## src/rtl/fetch_unit.sv

```systemverilog
// -----------------------------------------------------------------------------
// fetch_unit
//
// Instruction fetch stage sitting directly in front of the unified Memory
// block. It owns the program counter, drives the memory address bus in read
// mode, absorbs the memory's one-cycle registered read latency and presents
// fetched words to decode through a valid/ready handshake backed by a
// two-entry skid FIFO. Branch redirects flush everything in flight.
//
// Ports
//   clk            in   rising-edge system clock
//   rst            in   synchronous active-high reset (highest priority)
//   mem_addr       out  address to Memory; always equals the current pc
//   mem_we         out  Memory write enable; tied low, fetch never writes
//   mem_rdata      in   Memory read data = mem[address of previous cycle]
//   redirect_valid in   taken branch/jump this cycle
//   redirect_pc    in   redirect target address
//   instr_valid    out  instr_data/instr_pc hold a word for decode
//   instr_ready    in   decode accepts the presented word this cycle
//   instr_data     out  fetched instruction word (FIFO head)
//   instr_pc       out  address the head word was fetched from
// -----------------------------------------------------------------------------
module fetch_unit #(
   parameter int data_length = 32,
   parameter int mem_length  = 32,
   parameter int reset_pc    = 0
) (
   input  logic                          clk,
   input  logic                          rst,
   output logic [$clog2(mem_length)-1:0] mem_addr,
   output logic                          mem_we,
   input  logic [data_length-1:0]        mem_rdata,
   input  logic                          redirect_valid,
   input  logic [$clog2(mem_length)-1:0] redirect_pc,
   output logic                          instr_valid,
   input  logic                          instr_ready,
   output logic [data_length-1:0]        instr_data,
   output logic [$clog2(mem_length)-1:0] instr_pc
);

   localparam int              aw         = $clog2(mem_length);
   localparam logic [aw-1:0]   last_pc    = aw'(mem_length - 1);
   localparam logic [aw-1:0]   reset_pc_c = aw'(reset_pc);

   // Sequential address with explicit wrap so non-power-of-2 sizes work.
   function automatic logic [aw-1:0] next_pc(input logic [aw-1:0] pc);
      logic [aw-1:0] nxt;
      if (pc == last_pc) begin
         nxt = {aw{1'b0}};
      end else begin
         nxt = pc + aw'(1);
      end
      return nxt;
   endfunction

   // Architectural state
   logic [aw-1:0]          pc_q,          pc_d;
   logic                   inflight_q,    inflight_d;
   logic [aw-1:0]          inflight_pc_q, inflight_pc_d;
   logic [1:0]             occ_q,         occ_d;
   logic                   valid_q,       valid_d;
   // FIFO entry 0 is always the head; entry 1 is the skid slot.
   logic [data_length-1:0] e0_data_q,     e0_data_d;
   logic [aw-1:0]          e0_pc_q,       e0_pc_d;
   logic [data_length-1:0] e1_data_q,     e1_data_d;
   logic [aw-1:0]          e1_pc_q,       e1_pc_d;

   // Per-cycle control
   logic                   pop_s;
   logic                   push_s;
   logic                   issue_s;
   logic [2:0]             need_s;

   // Handshake, capture and issue decisions for the current cycle.
   always_comb begin
      pop_s  = valid_q & instr_ready;
      push_s = inflight_q & ~redirect_valid;
      // Words that would still be owed to decode after this cycle's pop;
      // issuing is safe only if at most one slot is already spoken for,
      // which keeps the 2-entry FIFO from ever overflowing.
      need_s  = {1'b0, occ_q} + {2'b00, inflight_q} - {2'b00, pop_s};
      issue_s = ~rst & ~redirect_valid & (need_s <= 3'd1);
   end

   // Program counter and inflight tracking.
   always_comb begin
      pc_d          = pc_q;
      inflight_d    = 1'b0;
      inflight_pc_d = inflight_pc_q;
      if (redirect_valid) begin
         // Outstanding read is dropped; next issue starts at the target.
         pc_d       = redirect_pc;
         inflight_d = 1'b0;
      end else if (issue_s) begin
         pc_d          = next_pc(pc_q);
         inflight_d    = 1'b1;
         inflight_pc_d = pc_q;
      end else begin
         pc_d       = pc_q;
         inflight_d = 1'b0;
      end
   end

   // Skid FIFO update: flush on redirect, otherwise shift/fill.
   always_comb begin
      occ_d     = occ_q;
      e0_data_d = e0_data_q;
      e0_pc_d   = e0_pc_q;
      e1_data_d = e1_data_q;
      e1_pc_d   = e1_pc_q;
      if (redirect_valid) begin
         // A pop in this cycle still completes for decode; its word and
         // everything behind it is discarded here.
         occ_d     = 2'd0;
         e0_data_d = {data_length{1'b0}};
         e0_pc_d   = {aw{1'b0}};
         e1_data_d = {data_length{1'b0}};
         e1_pc_d   = {aw{1'b0}};
      end else begin
         case ({push_s, pop_s})
            2'b10: begin
               case (occ_q)
                  2'd0: begin
                     e0_data_d = mem_rdata;
                     e0_pc_d   = inflight_pc_q;
                     occ_d     = 2'd1;
                  end
                  2'd1: begin
                     e1_data_d = mem_rdata;
                     e1_pc_d   = inflight_pc_q;
                     occ_d     = 2'd2;
                  end
                  default: begin
                     // Full: unreachable under the issue rule (asserted).
                     occ_d = occ_q;
                  end
               endcase
            end
            2'b01: begin
               e0_data_d = e1_data_q;
               e0_pc_d   = e1_pc_q;
               e1_data_d = {data_length{1'b0}};
               e1_pc_d   = {aw{1'b0}};
               occ_d     = occ_q - 2'd1;
            end
            2'b11: begin
               if (occ_q == 2'd1) begin
                  e0_data_d = mem_rdata;
                  e0_pc_d   = inflight_pc_q;
               end else begin
                  e0_data_d = e1_data_q;
                  e0_pc_d   = e1_pc_q;
                  e1_data_d = mem_rdata;
                  e1_pc_d   = inflight_pc_q;
               end
               occ_d = occ_q;
            end
            default: begin
               occ_d = occ_q;
            end
         endcase
      end
   end

   // Output valid is registered alongside the occupancy it mirrors.
   always_comb begin
      valid_d = (occ_d != 2'd0);
   end

   // State registers with synchronous reset.
   always_ff @(posedge clk) begin
      if (rst) begin
         pc_q          <= reset_pc_c;
         inflight_q    <= 1'b0;
         inflight_pc_q <= {aw{1'b0}};
         occ_q         <= 2'd0;
         valid_q       <= 1'b0;
         e0_data_q     <= {data_length{1'b0}};
         e0_pc_q       <= {aw{1'b0}};
         e1_data_q     <= {data_length{1'b0}};
         e1_pc_q       <= {aw{1'b0}};
      end else begin
         pc_q          <= pc_d;
         inflight_q    <= inflight_d;
         inflight_pc_q <= inflight_pc_d;
         occ_q         <= occ_d;
         valid_q       <= valid_d;
         e0_data_q     <= e0_data_d;
         e0_pc_q       <= e0_pc_d;
         e1_data_q     <= e1_data_d;
         e1_pc_q       <= e1_pc_d;
      end
   end

   assign mem_addr    = pc_q;
   assign mem_we      = 1'b0;
   assign instr_valid = valid_q;
   assign instr_data  = e0_data_q;
   assign instr_pc    = e0_pc_q;

   // A push into a full FIFO without a matching pop would lose a word.
   a_no_overflow: assert property (@(posedge clk) disable iff (rst)
      !(push_s && !pop_s && !redirect_valid && (occ_q == 2'd2)))
      else $error("fetch_unit: skid FIFO overflow");

   // Occupancy encoding 3 is never legal for a 2-entry FIFO.
   a_occ_range: assert property (@(posedge clk) disable iff (rst)
      occ_q != 2'd3)
      else $error("fetch_unit: illegal FIFO occupancy");

   // Registered valid must always agree with occupancy.
   a_valid_occ: assert property (@(posedge clk) disable iff (rst)
      valid_q == (occ_q != 2'd0))
      else $error("fetch_unit: valid/occupancy disagreement");

endmodule

```

## config.mk

```make
export PLATFORM = sky130hd
export DESIGN_NAME = fetch_unit
export DESIGN_NICKNAME = d
export VERILOG_FILES = /design/src/rtl/fetch_unit.sv
export SDC_FILE = /design/constraint.sdc
export NUM_CORES = 1
export LEC_CHECK = 0
export ABC_CLOCK_PERIOD_IN_PS = 7700
export BUFFER_PORTS_ARGS = -buffer_cell sky130_fd_sc_hd__buf_2
export CORE_MARGIN = 8
export CORE_UTILIZATION = 35
export DETAILED_ROUTE_END_ITERATION = 6
export PLACE_DENSITY_LB_ADDON = 0.25
export SLEW_MARGIN = 25
export SYNTH_ARGS = -nofsm -noshare
export SYNTH_HDL_FRONTEND = slang
export SYNTH_SLANG_ARGS = --single-unit
```

## constraint.sdc

```tcl
create_clock -name clk -period 7.7 [get_ports clk]
set_clock_uncertainty 0.2 [all_clocks]
set_input_delay 1.155 -clock clk [delete_from_list [all_inputs] [get_ports clk]]
set_output_delay 1.155 -clock clk [all_outputs]
set_load 0.03 [all_outputs]
```

==> load_flow_metrics.sql, run 1 <==
INSERT INTO impl_metrics (metric_group, metric, value, unit) VALUES
('outcome', 'status', 'complete, no violations', ''),
('die', 'die_x', '126', 'um'),
('timing', 'timing_max_transition_violations_final', '0', ''),
('clock_network', 'clk_pin_slew', '0.06', 'ns'),
('timing', 'max_slew.worst_pin.slew', '0.952', 'ns'),
('placement', 'placedCellCount', '629', ''),
('route', 'via_per_inst', '5.89', ''),
('critical_path', 'critical_path_sink_type', 'register', ''),
('clock_network', 'cts_tree', 'yes', ''),
('grt', 'grt_pass1_wl', '19800', 'um'),
('die', 'io_pins', '85', ''),
('die', 'die-height', '126', 'um'),
('job', 'max-cap-violations', '0', ''),
('die', 'die-area', '0.0160', 'sq mm'),
('die', 'rows', '40', ''),
('synthesis', 'synthCells', '435', ''),
('power', 'leakagePower', '2.11', 'nW'),
('clock_network', 'cts_resized', '0', ''),
('cells_and_area', 'final-instance-count-excl-fill', '645', ''),
('critical_path', 'worstSetupStartpointType', 'primary input', ''),
('critical_path', 'timing.critical_path.required', '7.78', 'ns'),
('route', 'avgRoutedWirePerCell', '19.0', 'um'),
('clock_network', 'clk_latency', '0.34', 'ns'),
('cells_and_area', 'post_route_cells_drive_above_1_share', '29.9', '%'),
('placement', 'dp.final_hpwl', '7660', 'um'),
('timing', 'maxClockFrequency', '247', 'MHz'),
('synthesis', 'netlist_area', '0.00426', 'sq mm'),
('route', 'drt_iter0_markers', '657', ''),
('synthesis', 'postSynth.asyncResetShare', '0', '%'),
('critical_path', 'crit_fanout', '36', ''),
('clock_network', 'clockRootBuffer', 'sky130_fd_sc_hd__clkbuf_16', ''),
('timing', 'slew-limit-headroom', '36.3', '%'),
('clock_network', 'numClockSinks', '88', ''),
('clock_network', 'clock_path_buffers', '2', ''),
('synthesis', 'post_synth.cell_area_avg', '9.80', 'sq um'),
('power', 'power_per_cell_area', '208', 'mW/mm^2'),
('placement', 'gp_congestion', '0.787', ''),
('timing', 'rsz0062_at_grt', 'no', ''),
('clock_network', 'numCtsBuffers', '9', ''),
('route', 'postRouteWirelength', '12300', 'um'),
('synthesis', 'synth.top_cells.by_area', 'sky130_fd_sc_hd__dfxtp_1 41%, sky130_fd_sc_hd__a221oi_2 11%, sky130_fd_sc_hd__a222oi_1 7.5%', ''),
('grt', 'vias_in_the_first_global_route', '3853', ''),
('grt', 'grt_antenna_before_repair', '2', ''),
('synthesis', 'synthDominantCellAreaShare', '41.3', '%'),
('synthesis', 'cell_accounting_for_the_most_synthesized_area', 'sky130_fd_sc_hd__dfxtp_1', ''),
('clock_network', 'cts_htree_levels', '3', ''),
('critical_path', 'critPathArrivalTime', '4.12', 'ns'),
('timing', 'finalWorstPathRequiredPeriod', '4.05', 'ns'),
('synthesis', 'synthDistinctLibCells', '44', ''),
('synthesis', 'synthesis.yosys.warnings', '0', ''),
('placement', 'detailedPlace.worstSlack', '3.28', 'ns'),
('die', 'core_region_area', '0.0120', 'sq mm'),
('timing', 'fin_tns_setup', '0', 'ns'),
('synthesis', 'synthesis.nets', '487', ''),
('timing', 'postLayoutSetupSlackWorst', '3.65', 'ns'),
('grt', 'grt_max_degree', '41', ''),
('critical_path', 'worstSetupPathType', 'primary input to register', ''),
('synthesis', 'postSynthRegisterBits', '88', ''),
('synthesis', 'yosys_most_used_dff', 'sky130_fd_sc_hd__dfxtp_1', ''),
('timing', 'endpoints_failing_hold', '0', ''),
('clock_network', 'buffers_inserted_during_post_cts_setup_optimization', '0', ''),
('cells_and_area', 'postLayoutCoreUtil', '42.1', '%'),
('grt', 'track_usage', '15.2', '%'),
('route', 'ant_nets', '0', ''),
('grt', 'global_route.overflow_total', '0', ''),
('timing', 'final_setup_violating_endpoints', '0', ''),
('clock_network', 'post_cts_hold_buffer_count', '0', ''),
('hold_path', 'worstHoldPathType', 'register to register', ''),
('cells_and_area', 'diodes', '0', ''),
('route', 'routed-via-count', '3802', ''),
('cells_and_area', 'area_delta_synth_final', '18.0', '%'),
('timing', 'post-route-period-util', '52.5', '%'),
('cells_and_area', 'num-nets-final', '545', ''),
('route', 'route.detailed.drc', '0', ''),
('route', 'detailedRoute.firstPassIterationCount', '6', ''),
('power', 'worst_ir_drop_vdd', '0.115', 'mV'),
('synthesis', 'synth_sequential_area_ratio', '41.3', '%'),
('placement', 'portbufs', '83', ''),
('die', 'floorplan.initialDensity', '35.6', '%'),
('synthesis', 'synth_edf_count', '0', ''),
('power', 'totalPowerFinal', '1.05', 'mW');
cell families after synthesis:
logic type	share of synthesized area [%]
multiplexers	1.41
AO/OA/AOI/OAI	35.7
flip-flops	41.3
XOR/XNOR	0.382
AND/OR/NAND/NOR	11.2
other	0.0879
adder cells (fa/ha/maj)	3.40
buffers and inverters	6.57
flip-flops by register name (all words and copies together) (netlist names):
register       flops
e1_pc_q            5
instr_pc           5
inflight_pc_q      5
mem_addr           5
instr_data        32
instr_valid        1
e1_data_q         32
inflight_q         1
occ_q              2
worst paths after layout:
| path | cells after the start | to | slack, ns | start |
|---|---|---|---|---|
| setup reg to reg | 7 | instr_data[1] | 4.15 | instr_valid |
| hold / removal | 2 | instr_data[6] | 0.30 | instr_data[6] |
| setup / recovery | 8 | instr_data[1] | 3.65 | instr_ready |
| hold reg to reg | 2 | instr_data[6] | 0.30 | instr_data[6] |
synth_stat cells, types with 4 or more instances:
master                     number
sky130_fd_sc_hd__ha_1          10
sky130_fd_sc_hd__mux2i_1        6
sky130_fd_sc_hd__a222oi_1      32
sky130_fd_sc_hd__clkbuf_1      20
sky130_fd_sc_hd__nand2_1        6
sky130_fd_sc_hd__a32oi_1        5
sky130_fd_sc_hd__nor2_1        80
sky130_fd_sc_hd__buf_6          6
sky130_fd_sc_hd__a22o_1        32
sky130_fd_sc_hd__a211oi_1       4
sky130_fd_sc_hd__a221oi_1      10
sky130_fd_sc_hd__inv_1         11
sky130_fd_sc_hd__o21ai_0       34
sky130_fd_sc_hd__a221oi_2      30
sky130_fd_sc_hd__buf_2         15
sky130_fd_sc_hd__o21ai_1        5
sky130_fd_sc_hd__dfxtp_1       88
per-layer routing:
layer  up-vias  wire [um]  global-route usage (%)
li1       1808          -                       -
met1      1824       5600                    18.8
met2       150       5590                    23.3
met3        16        920                    5.66
met4         4        148                    5.87
met5         -         23                       0
critical path, stage by stage:
cell	delay [ns]
sky130_fd_sc_hd__buf_2	0.12
sky130_fd_sc_hd__and2_1	0.35
sky130_fd_sc_hd__ha_2	0.80
sky130_fd_sc_hd__nand2b_1	0.32
sky130_fd_sc_hd__a21oi_4	0.59
sky130_fd_sc_hd__buf_4	0.48
sky130_fd_sc_hd__a221oi_1	0.16
sky130_fd_sc_hd__nor2_1	0.12
cell usage in the layout (no fill, tap or decap), drive strengths merged, types with 2 or more instances in the layout:
master and count:
buf 90, dfxtp 88, nor2 81, o21ai 40, a221oi 40, a22o 32
a222oi 32, inv 12, clkbuf 11, ha 10, mux2i 6, nand2 6
a32oi 5, a211oi 5, and3 3, nand2b 3, nor2b 3, a21oi 3
nor3 3, or3 2, nand3b 2, a21o 2, a31oi 2, o211ai 2
clkinv 2, clkinvlp 2, nand3 2
through the flow:
stage	hold slack, ns	instance area (sq um)
4_1_cts	0.302	5030
3_3_place_gp	0.268	4700
5_1_grt	0.312	5030
2_1_floorplan	0.254	4260
6_report	0.299	5030
3_5_place_dp	0.285	4720
area by class of cell:
class	count	area, sq um
Clock buffer	11	253
Clock inverter	5	55.1
Fill cell	1173	6930
Inverter	12	47.5
Multi-Input combinational cell	292	2250
Sequential cell	88	1760
Tap cell	147	184
Timing Repair Buffer	90	480
power by group:
group / total (mW) / internal (mW) / switching (mW)
Sequential: 0.475 / 0.466 / 0.00884
Clock: 0.447 / 0.268 / 0.179
Combinational: 0.126 / 0.0423 / 0.0841
No activity file was read; power rests on OpenSTA's default activity.
==> run 2, diff against run 1 <==
--- a/config.mk
+++ b/config.mk
@@ -5,7 +5,7 @@
 export SDC_FILE = /design/constraint.sdc
 export NUM_CORES = 1
 export LEC_CHECK = 0
-export ABC_CLOCK_PERIOD_IN_PS = 7700
+export ABC_CLOCK_PERIOD_IN_PS = 4200
 export BUFFER_PORTS_ARGS = -buffer_cell sky130_fd_sc_hd__buf_2
 export CORE_MARGIN = 8
 export CORE_UTILIZATION = 35
==> constraint.sdc (replaced) <==
create_clock -name clk -period 4.2 [get_ports clk]
set_clock_uncertainty 0.2 [all_clocks]
set_input_delay 0.63 -clock clk [delete_from_list [all_inputs] [get_ports clk]]
set_output_delay 0.63 -clock clk [all_outputs]
set_load 0.03 [all_outputs]
==> run 2 against run 1 <==
Effect of this change:
- via count decreased by 0.29%
- worst setup slack got worse by 2.6 ns
- register-to-register slack got worse by 3.1 ns
- clock-buffer cell count is 2 higher
- largest power group unchanged
- sequential cell count stayed put
==> load_flow_metrics.sql, run 2 (synthesis gave the netlist of run 1 again) <==
INSERT INTO impl_metrics (metric_group, metric, value, unit) VALUES
('clock_network', 'cts_tree', 'yes', ''),
('timing', 'post-route-period-util', '75.3', '%'),
('clock_network', 'numClockSinks', '88', ''),
('power', 'totalPowerFinal', '1.92', 'mW'),
('cells_and_area', 'postLayoutCoreUtil', '42.1', '%'),
('die', 'rows', '40', ''),
('die', 'die-area', '0.0160', 'sq mm'),
('clock_network', 'clock_path_buffers', '2', ''),
('power', 'leakagePower', '2.12', 'nW'),
('grt', 'grt_antenna_before_repair', '1', ''),
('critical_path', 'worstSetupStartpointType', 'register', ''),
('clock_network', 'clockRootBuffer', 'sky130_fd_sc_hd__clkbuf_16', ''),
('hold_path', 'hp-start', 'e1_pc_q[1]', ''),
('hold_path', 'hold_depth', '2', ''),
('cells_and_area', 'multi_input_area', '0.00225', 'sq mm'),
('grt', 'global_route.overflow_total', '0', ''),
('timing', 'rsz0062_at_grt', 'no', ''),
('timing', 'postLayoutSetupSlackWorst', '1.04', 'ns'),
('clock_network', 'buffers_inserted_during_post_cts_setup_optimization', '0', ''),
('cells_and_area', 'leading_cell_type_in_the_layout_fill_and_taps_excluded', 'sky130_fd_sc_hd__dfxtp_1', ''),
('timing', 'finalWorstPathRequiredPeriod', '3.16', 'ns'),
('critical_path', 'regToRegStartpoint', 'instr_valid', ''),
('die', 'io_pins', '85', ''),
('cells_and_area', 'final-instance-count-excl-fill', '647', ''),
('critical_path', 'critPathArrivalTime', '3.24', 'ns'),
('cells_and_area', 'ff_latch_area', '0.00176', 'sq mm'),
('placement', 'portbufs', '83', ''),
('hold_path', 'timing.hold.worst_endpoint', 'e1_pc_q[1]', ''),
('critical_path', 'ff2ff_path_depth', '10', ''),
('cells_and_area', 'post-route-cell-area', '0.00503', 'sq mm'),
('timing', 'max_slew.worst_pin.slew', '0.965', 'ns'),
('route', 'routed-via-count', '3791', ''),
('cells_and_area', 'num-nets-final', '546', ''),
('die', 'die_x', '126', 'um'),
('critical_path', 'r2r-end', 'mem_addr[3]', ''),
('route', 'avgRoutedWirePerCell', '18.8', 'um'),
('grt', 'grt_pass1_wl', '19500', 'um'),
('clock_network', 'clk_latency', '0.34', 'ns'),
('timing', 'fin_tns_setup', '0', 'ns'),
('die', 'core_region_area', '0.0120', 'sq mm'),
('hold_path', 'worstHoldPathType', 'register to register', ''),
('outcome', 'status', 'complete, no violations', ''),
('die', 'die-height', '126', 'um'),
('route', 'postRouteWirelength', '12200', 'um'),
('grt', 'grt_max_degree', '41', ''),
('cells_and_area', 'num-fill-cells', '1203', ''),
('power', 'worst_ir_drop_vdd', '0.252', 'mV'),
('critical_path', 'timing.critical_path.required', '4.27', 'ns'),
('grt', 'vias_in_the_first_global_route', '3791', ''),
('power', 'power_per_cell_area', '381', 'mW/mm^2'),
('placement', 'dp.final_hpwl', '7660', 'um'),
('timing', 'timing_max_transition_violations_final', '0', ''),
('route', 'detailedRoute.firstPassIterationCount', '7', ''),
('clock_network', 'clk_pin_slew', '0.06', 'ns'),
('cells_and_area', 'post_route_cells_drive_above_1_share', '29.7', '%'),
('placement', 'detailedPlace.worstSlack', '0.807', 'ns'),
('route', 'ant_nets', '0', ''),
('clock_network', 'cts_htree_levels', '3', ''),
('timing', 'final_setup_violating_endpoints', '0', ''),
('timing', 'maxClockFrequency', '316', 'MHz'),
('timing', 'endpoints_failing_hold', '0', ''),
('die', 'floorplan.initialDensity', '35.6', '%'),
('route', 'drt_iter0_markers', '369', ''),
('grt', 'track_usage', '15.0', '%'),
('critical_path', 'worstSetupPathType', 'register to register', ''),
('timing', 'slew-limit-headroom', '35.4', '%'),
('critical_path', 'ff2ff_setup_slack', '1.04', 'ns'),
('route', 'via_per_inst', '5.86', ''),
('job', 'max-cap-violations', '0', ''),
('critical_path', 'critical_path_sink_type', 'register', ''),
('cells_and_area', 'most_frequent_cells_in_the_layout', '88 x sky130_fd_sc_hd__dfxtp_1, 83 x sky130_fd_sc_hd__buf_2, 80 x sky130_fd_sc_hd__nor2_1', ''),
('clock_network', 'post_cts_hold_buffer_count', '0', ''),
('route', 'route.detailed.drc', '0', ''),
('placement', 'placement.cell_area', '0.00473', 'sq mm'),
('clock_network', 'numCtsBuffers', '9', ''),
('critical_path', 'crit_fanout', '7', ''),
('placement', 'placedCellCount', '630', ''),
('placement', 'gp_congestion', '0.755', ''),
('cells_and_area', 'area_delta_synth_final', '18.1', '%'),
('timing', 'worst_hold_slack', '0.304', 'ns'),
('clock_network', 'cts_resized', '0', '');
run 2: changes by cell type in the layout (fill, tap and decap cells not counted), sizes merged:
cell / change
clkinvlp: -2
buf: +1
clkbuf: +2
diode: +1
run 2: worst max-delay path, cell delays in order (launching register included):
cell and delay, ns:
sky130_fd_sc_hd__dfxtp_1 0.41, sky130_fd_sc_hd__and2_1 0.39, sky130_fd_sc_hd__ha_1 0.31, sky130_fd_sc_hd__inv_1 0.06, sky130_fd_sc_hd__ha_1 0.15, sky130_fd_sc_hd__inv_1 0.05
sky130_fd_sc_hd__fa_1 0.40, sky130_fd_sc_hd__xnor2_2 0.27, sky130_fd_sc_hd__nand3_4 0.17, sky130_fd_sc_hd__or4_1 0.51, sky130_fd_sc_hd__a31oi_1 0.17
run 2: worst max-delay path by stage:
stage	start	to	slack, ns	cells after the start
after floorplan	instr_ready	mem_addr[3]	1.16	11
after global placement	instr_ready	mem_addr[3]	0.88	11
after detailed placement	instr_ready	mem_addr[3]	0.81	11
after CTS	instr_valid	mem_addr[3]	1.07	10
after global routing	instr_valid	mem_addr[3]	0.90	10
final	instr_valid	mem_addr[3]	1.04	10
run 2: where the power goes:
group,leakage [nW],total (mW),internal (mW),switching (mW)
logic,1.25,0.229,0.0761,0.153
clock network,0.150,0.819,0.492,0.327
registers,0.712,0.870,0.855,0.0157
run 2: routing by layer:
metal	vias to the layer above	wire length, um	global-route usage (%)
met3	12	969	5.49
met5	-	0	0
li1	1801	-	-
met4	0	166	4.95
met1	1836	5500	19.1
met2	142	5540	22.9
run 2: area by class of cell:
type	count	share of cell area (%)
clock inverter	3	0.795
tap	147	3.65
inverter	12	0.944
antenna	1	0.0497
sequential	88	35.0
timing repair buffer	91	9.69
multi-input combinational	292	44.7
clock buffer	13	5.17
